[config.mk]
export PLATFORM = sky130hd
export DESIGN_NAME = des_round_ctrl
export DESIGN_NICKNAME = d
export VERILOG_FILES = /design/src/rtl/des_pkg.sv /design/src/rtl/des_key_sched.sv /design/src/rtl/des_round_ctrl.sv
export SDC_FILE = /design/constraint.sdc
export NUM_CORES = 1
export LEC_CHECK = 0
export CORE_UTILIZATION = 57
export CTS_CLUSTER_DIAMETER = 200
export CTS_CLUSTER_SIZE = 8
export DETAILED_ROUTE_END_ITERATION = 8
export MAX_ROUTING_LAYER = met4
export PLACE_DENSITY = 0.88
export SKIP_LAST_GASP = 1
export SLEW_MARGIN = 0
export SYNTH_ARGS = -nofsm -noshare
export SYNTH_HDL_FRONTEND = slang
export SYNTH_SLANG_ARGS = --single-unit
export TNS_END_PERCENT = 1
[constraint.sdc]
create_clock -name clk -period 5.99 [get_ports clk]
set_input_delay 1.797 -clock clk [delete_from_list [all_inputs] [get_ports clk]]
set_output_delay 1.797 -clock clk [all_outputs]
set_load 0.03 [all_outputs]
[src/rtl/des_pkg.sv]
// Shared DES key-schedule tables, FSM state type and widths for the round controller.
package des_pkg;

    localparam int KEY_W    = 64;
    localparam int CD_W     = 56;
    localparam int RK_W     = 48;
    localparam int N_ROUNDS = 16;

    typedef enum logic [1:0] {
        IDLE  = 2'd0,
        ROUND = 2'd1,
        DONE  = 2'd2
    } state_t;

    localparam int SHIFT_TBL [N_ROUNDS] = '{1, 1, 2, 2, 2, 2, 2, 2, 1, 2, 2, 2, 2, 2, 2, 1};

    // Tables use DES bit numbering: entry value 1 is the MSB of the source vector.
    localparam int PC1_TBL [CD_W] = '{
        57, 49, 41, 33, 25, 17,  9,
         1, 58, 50, 42, 34, 26, 18,
        10,  2, 59, 51, 43, 35, 27,
        19, 11,  3, 60, 52, 44, 36,
        63, 55, 47, 39, 31, 23, 15,
         7, 62, 54, 46, 38, 30, 22,
        14,  6, 61, 53, 45, 37, 29,
        21, 13,  5, 28, 20, 12,  4
    };

    localparam int PC2_TBL [RK_W] = '{
        14, 17, 11, 24,  1,  5,
         3, 28, 15,  6, 21, 10,
        23, 19, 12,  4, 26,  8,
        16,  7, 27, 20, 13,  2,
        41, 52, 31, 37, 47, 55,
        30, 40, 51, 45, 33, 48,
        44, 49, 39, 56, 34, 53,
        46, 42, 50, 36, 29, 32
    };

    function automatic logic [CD_W-1:0] pc1(input logic [KEY_W-1:0] key);
        logic [CD_W-1:0] cd;
        cd = '0;
        for (int i = 0; i < CD_W; i++) begin
            cd[CD_W-1-i] = key[KEY_W-PC1_TBL[i]];
        end
        return cd;
    endfunction

    function automatic logic [RK_W-1:0] pc2(input logic [CD_W-1:0] cd);
        logic [RK_W-1:0] rk;
        rk = '0;
        for (int i = 0; i < RK_W; i++) begin
            rk[RK_W-1-i] = cd[CD_W-PC2_TBL[i]];
        end
        return rk;
    endfunction

    function automatic logic [27:0] rot_half(input logic [27:0] x, input logic right, input logic two);
        logic [27:0] y;
        case ({right, two})
            2'b00:   y = {x[26:0], x[27]};
            2'b01:   y = {x[25:0], x[27:26]};
            2'b10:   y = {x[0], x[27:1]};
            default: y = {x[1:0], x[27:2]};
        endcase
        return y;
    endfunction

    function automatic logic key_par_ok(input logic [KEY_W-1:0] key);
        logic ok;
        ok = 1'b1;
        for (int b = 0; b < KEY_W / 8; b++) begin
            ok = ok & (^key[8*b +: 8]);
        end
        return ok;
    endfunction

endpackage

[src/rtl/des_key_sched.sv]
// DES key schedule: CD register with per-round rotation and PC2 round-key output.
module des_key_sched
    import des_pkg::*;
(
    input  logic             clk,
    input  logic             rst_n,
    input  logic             load,
    input  logic             step,
    input  logic             mode,
    input  logic [3:0]       rnd_idx,
    input  logic [KEY_W-1:0] key,
    output logic [RK_W-1:0]  rnd_key
);

    logic [CD_W-1:0] cd_q;
    logic [CD_W-1:0] cd_d;
    logic [CD_W-1:0] cd_key;
    logic [CD_W-1:0] cd_load;
    logic [3:0]      sh_idx;
    logic            two;

    assign cd_key = pc1(key);

    // Encrypt looks ahead to the next round's shift; decrypt undoes the shifts in reverse.
    assign sh_idx = mode ? (4'd15 - rnd_idx) : (rnd_idx + 4'd1);
    assign two    = (SHIFT_TBL[sh_idx] == 2);

    always_comb begin
        cd_load = cd_key;
        if (!mode) begin
            cd_load = {rot_half(cd_key[55:28], 1'b0, 1'b0), rot_half(cd_key[27:0], 1'b0, 1'b0)};
        end
    end

    always_comb begin
        cd_d = cd_q;
        if (load) begin
            cd_d = cd_load;
        end else if (step) begin
            cd_d = {rot_half(cd_q[55:28], mode, two), rot_half(cd_q[27:0], mode, two)};
        end
    end

    always_ff @(posedge clk) begin
        if (!rst_n) begin
            cd_q <= '0;
        end else begin
            cd_q <= cd_d;
        end
    end

    assign rnd_key = pc2(cd_q);

endmodule

[src/rtl/des_round_ctrl.sv]
// Iterative DES round sequencer: accepts key+mode, steps 16 rounds, holds result until consumed.
// Optional key parity rejection is enabled by defining DES_PAR_CHECK_EN.
//
//   state | meaning
//   IDLE  | waiting for a request, in_ready high
//   ROUND | datapath runs one round per cycle, rnd_idx 0..15
//   DONE  | result valid, waiting for out_ready
module des_round_ctrl #(
    parameter int KEY_W  = 64,
    parameter int RK_W   = 48,
    parameter int ROUNDS = 16
) (
    input  logic             clk,
    input  logic             rst_n,
    input  logic             in_valid,
    output logic             in_ready,
    input  logic [KEY_W-1:0] in_key,
    input  logic             in_mode,
    output logic             dp_load,
    output logic             rnd_en,
    output logic [3:0]       rnd_idx,
    output logic             rnd_last,
    output logic [RK_W-1:0]  rnd_key,
    output logic             out_valid,
    input  logic             out_ready,
    output logic             key_err
);
    import des_pkg::*;

    if (KEY_W != 64 || RK_W != 48 || ROUNDS != 16) begin : g_bad_cfg
        $error("des_round_ctrl supports only KEY_W=64, RK_W=48, ROUNDS=16");
    end

    state_t     state_q;
    state_t     state_d;
    logic [3:0] idx_q;
    logic       mode_q;
    logic       par_ok;
    logic       accept;
    logic       last_rnd;
    logic       ks_mode;

`ifdef DES_PAR_CHECK_EN
    assign par_ok  = key_par_ok(in_key);
    assign key_err = in_valid && in_ready && !par_ok;
`else
    assign par_ok  = 1'b1;
    assign key_err = 1'b0;
`endif

    assign last_rnd = (idx_q == 4'(ROUNDS - 1));

    always_comb begin
        state_d   = state_q;
        in_ready  = 1'b0;
        rnd_en    = 1'b0;
        out_valid = 1'b0;
        accept    = 1'b0;
        case (state_q)
            IDLE: begin
                in_ready = 1'b1;
                accept   = in_valid && par_ok;
                if (accept) state_d = ROUND;
            end
            ROUND: begin
                rnd_en = 1'b1;
                if (last_rnd) state_d = DONE;
            end
            DONE: begin
                out_valid = 1'b1;
                if (out_ready) state_d = IDLE;
            end
            default: state_d = IDLE;
        endcase
    end

    assign dp_load  = accept;
    assign rnd_idx  = idx_q;
    assign rnd_last = rnd_en && last_rnd;

    // The counter only advances in ROUND, so it wraps to 0 on entering DONE and stays there.
    always_ff @(posedge clk) begin
        if (!rst_n) begin
            state_q <= IDLE;
            idx_q   <= '0;
            mode_q  <= 1'b0;
        end else begin
            state_q <= state_d;
            if (accept) mode_q <= in_mode;
            if (rnd_en) idx_q <= idx_q + 4'd1;
        end
    end

    assign ks_mode = accept ? in_mode : mode_q;

    des_key_sched u_key_sched (
        .clk     (clk),
        .rst_n   (rst_n),
        .load    (accept),
        .step    (rnd_en && !last_rnd),
        .mode    (ks_mode),
        .rnd_idx (idx_q),
        .key     (in_key),
        .rnd_key (rnd_key)
    );

endmodule
==> flow_summary.ini <==
[job]
drv_cap = 0

[finish]
area_delta_synth_final_pct = 16.62
final_nets = 836
drive_gt1_share_pct = 11.67
diodes = 0

[routing]
vias = 6039
firstDrtPassIters = 5
postRouteAntennaNets = 0
routed_wirelength_um = 16700
first_iter_violations = 653
drt_drc_violations_left = 0
wire_per_inst_um = 18.47
via_per_inst = 6.680

[synth]
synth_area_mm2 = 0.005878
synth_top_area_share_pct = 21.46
synth_edf_count = 0
synth_seq_cells = 63
synth_top_area_cell = dfxtp_1
yosysWarnings = 0
syn_nets = 822
yosysMostFrequentCell = nor2_1
synthFlopType = dfxtp_1
async_reset_ff_share_pct = 0
avgSynthCellArea_um2 = 7.817
synth_commonest_cells = nor2_1, nand2_1, dfxtp_1, mux2i_1, a21oi_1
yosys-top-cells-area = dfxtp_1, o32ai_2, mux2i_1
synthDistinctLibCells = 46
syn_inst = 752
yosysSeqAreaShare_pct = 21.46

[placement]
hpwlAfterDp_um = 10470
place_congestion = 0.8638
port_buffers = 117

[floorplanning]
dieArea_mm2 = 0.01072
ios = 127
fp.dieH_um = 103.6
num_rows = 36
initial_utilization_pct = 59.59
coreArea_mm2 = 0.009864
die_w_um = 103.6

[worst_hold_path]
hp-class = reg2reg
min_from = u_key_sched.cd_q[13]$_SDFFE_PN0P_
whs_path_depth = 2
hold_path_end = u_key_sched.cd_q[11]$_SDFFE_PN0P_

[global_routing]
grt_antenna_before_repair = 0
grt_pass1_vias = 5727
grt_usage_pct = 31.52
grt_start_max_net_pins = 61
grt_pass1_wl_um = 27790
grt.overflow.total = 0

[clocking]
cts_made_buffers = 9
clockBufferDepth = 2
post_cts_resized = 0
clk_pin_slew_ns = 0.08
cts_setup_buffers = 0
cts_root_buffer = clkbuf_8
htree_levels = 3
clock_latency_ns = 0.35
cts_hold_buf = 0
numClockSinks = 63
cts_tree = built

[status]
status = complete, no violations

[sta]
fin_crit_sh_pct = 89.21
final_hold_viol_count = 0
slew_viol_final = 0
worst_pin_slew_ns = 1.197
fmax_mhz = 187.1
finalSetupViolations = 0
final.setup.tns_ns = 0
fin_crit_ns = 5.344
rsz0062_at_grt = false
slew-limit-headroom_pct = 20.17
skew_ns = 0.009823

[worst_setup_path]
path_cells = clkdlybuf4s50_1, or3b_2, inv_1, clkdlybuf4s50_1
timing.rr.start = state_q[1]$_SDFFE_PN0P_
ff2ff_path_depth = 7
critPathKind = in2out
worstReg2RegEnd = u_key_sched.cd_q[31]$_SDFFE_PN0P_
crit_path_end_kind = output pin
cp_max_fo = 3
crit_top_cell = clkdlybuf4s50_1
ff2ff_setup_slack_ns = 2.92
cp-start-kind = input pin
crit_slowest_cell = clkdlybuf4s50_1
cp_data_arrival_time_ns = 3.55
required_ns = 4.19
cpPeakStageDelay_ns = 0.67

[power]
p_leak_nw = 2.405
total_power_w = 0.001766
p_per_area_mw_per_mm2 = 257.6
ir_drop_v = 0.0001457
## how the worst max path moves through the flow
stage | startpoint | to | slack [ns] | cells after the start
finish | in_valid | dp_load | 0.65 | 4
global route | in_valid | dp_load | 0.60 | 4
CTS | in_valid | dp_load | 0.64 | 4
detailed placement | in_valid | dp_load | 0.64 | 4
global placement | in_valid | dp_load | 0.62 | 4
floorplan | in_valid | dp_load | 1.31 | 5
## report_power, final
group	leakage (nW)	internal [W]	switching, W
clock	0.100	0.000202	0.000174
combinational	1.78	0.000342	0.000439
sequential	0.520	0.000483	0.000126
## kinds of logic after synthesis
family | after synthesis | synth area share, %
other | 1 | 0.06380
AND/OR/NAND/NOR | 308 | 24.86
multiplexers | 62 | 10.66
AO/OA/AOI/OAI | 183 | 30.27
buffers and inverters | 131 | 12.03
flip-flops | 63 | 21.46
adder cells (fa/ha/maj) | 1 | 0.2128
XOR/XNOR | 3 | 0.4471
## placed cells by master (no fill, tap or decap), types with 4 or more instances in the layout
cell	Yosys	layout
clkbuf_8	0	10
mux2i_1	60	59
o32ai_2	52	52
dfxtp_1	63	63
nor2_1	121	121
buf_4	49	12
o221ai_1	53	53
inv_1	4	4
and4_1	52	52
nand2_1	117	117
nand4_1	4	4
clkdlybuf4s50_1	0	116
a21oi_1	58	57
## sequential cells by signal, summed over array words and instances, names as in the netlist
signal and flops:
u_key_sched.cd_q 56, rnd_idx 4, state_q 2, mode_q 1
## final cells by class
class | count | area (um^2)
clock inverters | 4 | 45.04
inverters | 5 | 18.77
fillers | 772 | 3009
clock buffers | 12 | 145.1
well taps | 133 | 166.4
flip-flops and latches | 63 | 1261
multi-input cells | 558 | 3948
repair buffers | 129 | 1271
## per-stage QoR
| step | cells | setup slack (ns) | area [um^2] | utilization, % | hold WS (ns) |
|---|---|---|---|---|---|
| 2_1_floorplan | 752 | 1.313 | 5878 | - | 0.5433 |
| 4_1_cts | 904 | 0.6399 | 6855 | 69.50 | 0.6156 |
| 3_5_place_dp | 888 | 0.6399 | 6665 | 67.57 | 0.6022 |
| 5_1_grt | 904 | 0.6014 | 6855 | 69.50 | 0.6446 |
| 6_report | 904 | 0.6460 | 6855 | 69.50 | 0.6303 |
| 3_3_place_gp | 888 | 0.6236 | 6665 | 67.57 | 0.5765 |
## worst max-delay path, delay by kind of cell
family / cells / cell delay (ns)
buf+inv: 3 / 1.28
simple gates: 1 / 0.47
## routing by layer
| metal | global-route usage (%) | wire (um) | vias to the layer above |
|---|---|---|---|
| li1 | - | - | 2793 |
| met1 | 40.50 | 6810 | 2813 |
| met2 | 48.61 | 7819 | 370 |
| met3 | 5.035 | 1522 | 63 |
| met4 | 14.39 | 545 | 0 |
| met5 | - | 0 | - |
Power figures use the tool's default switching activity.
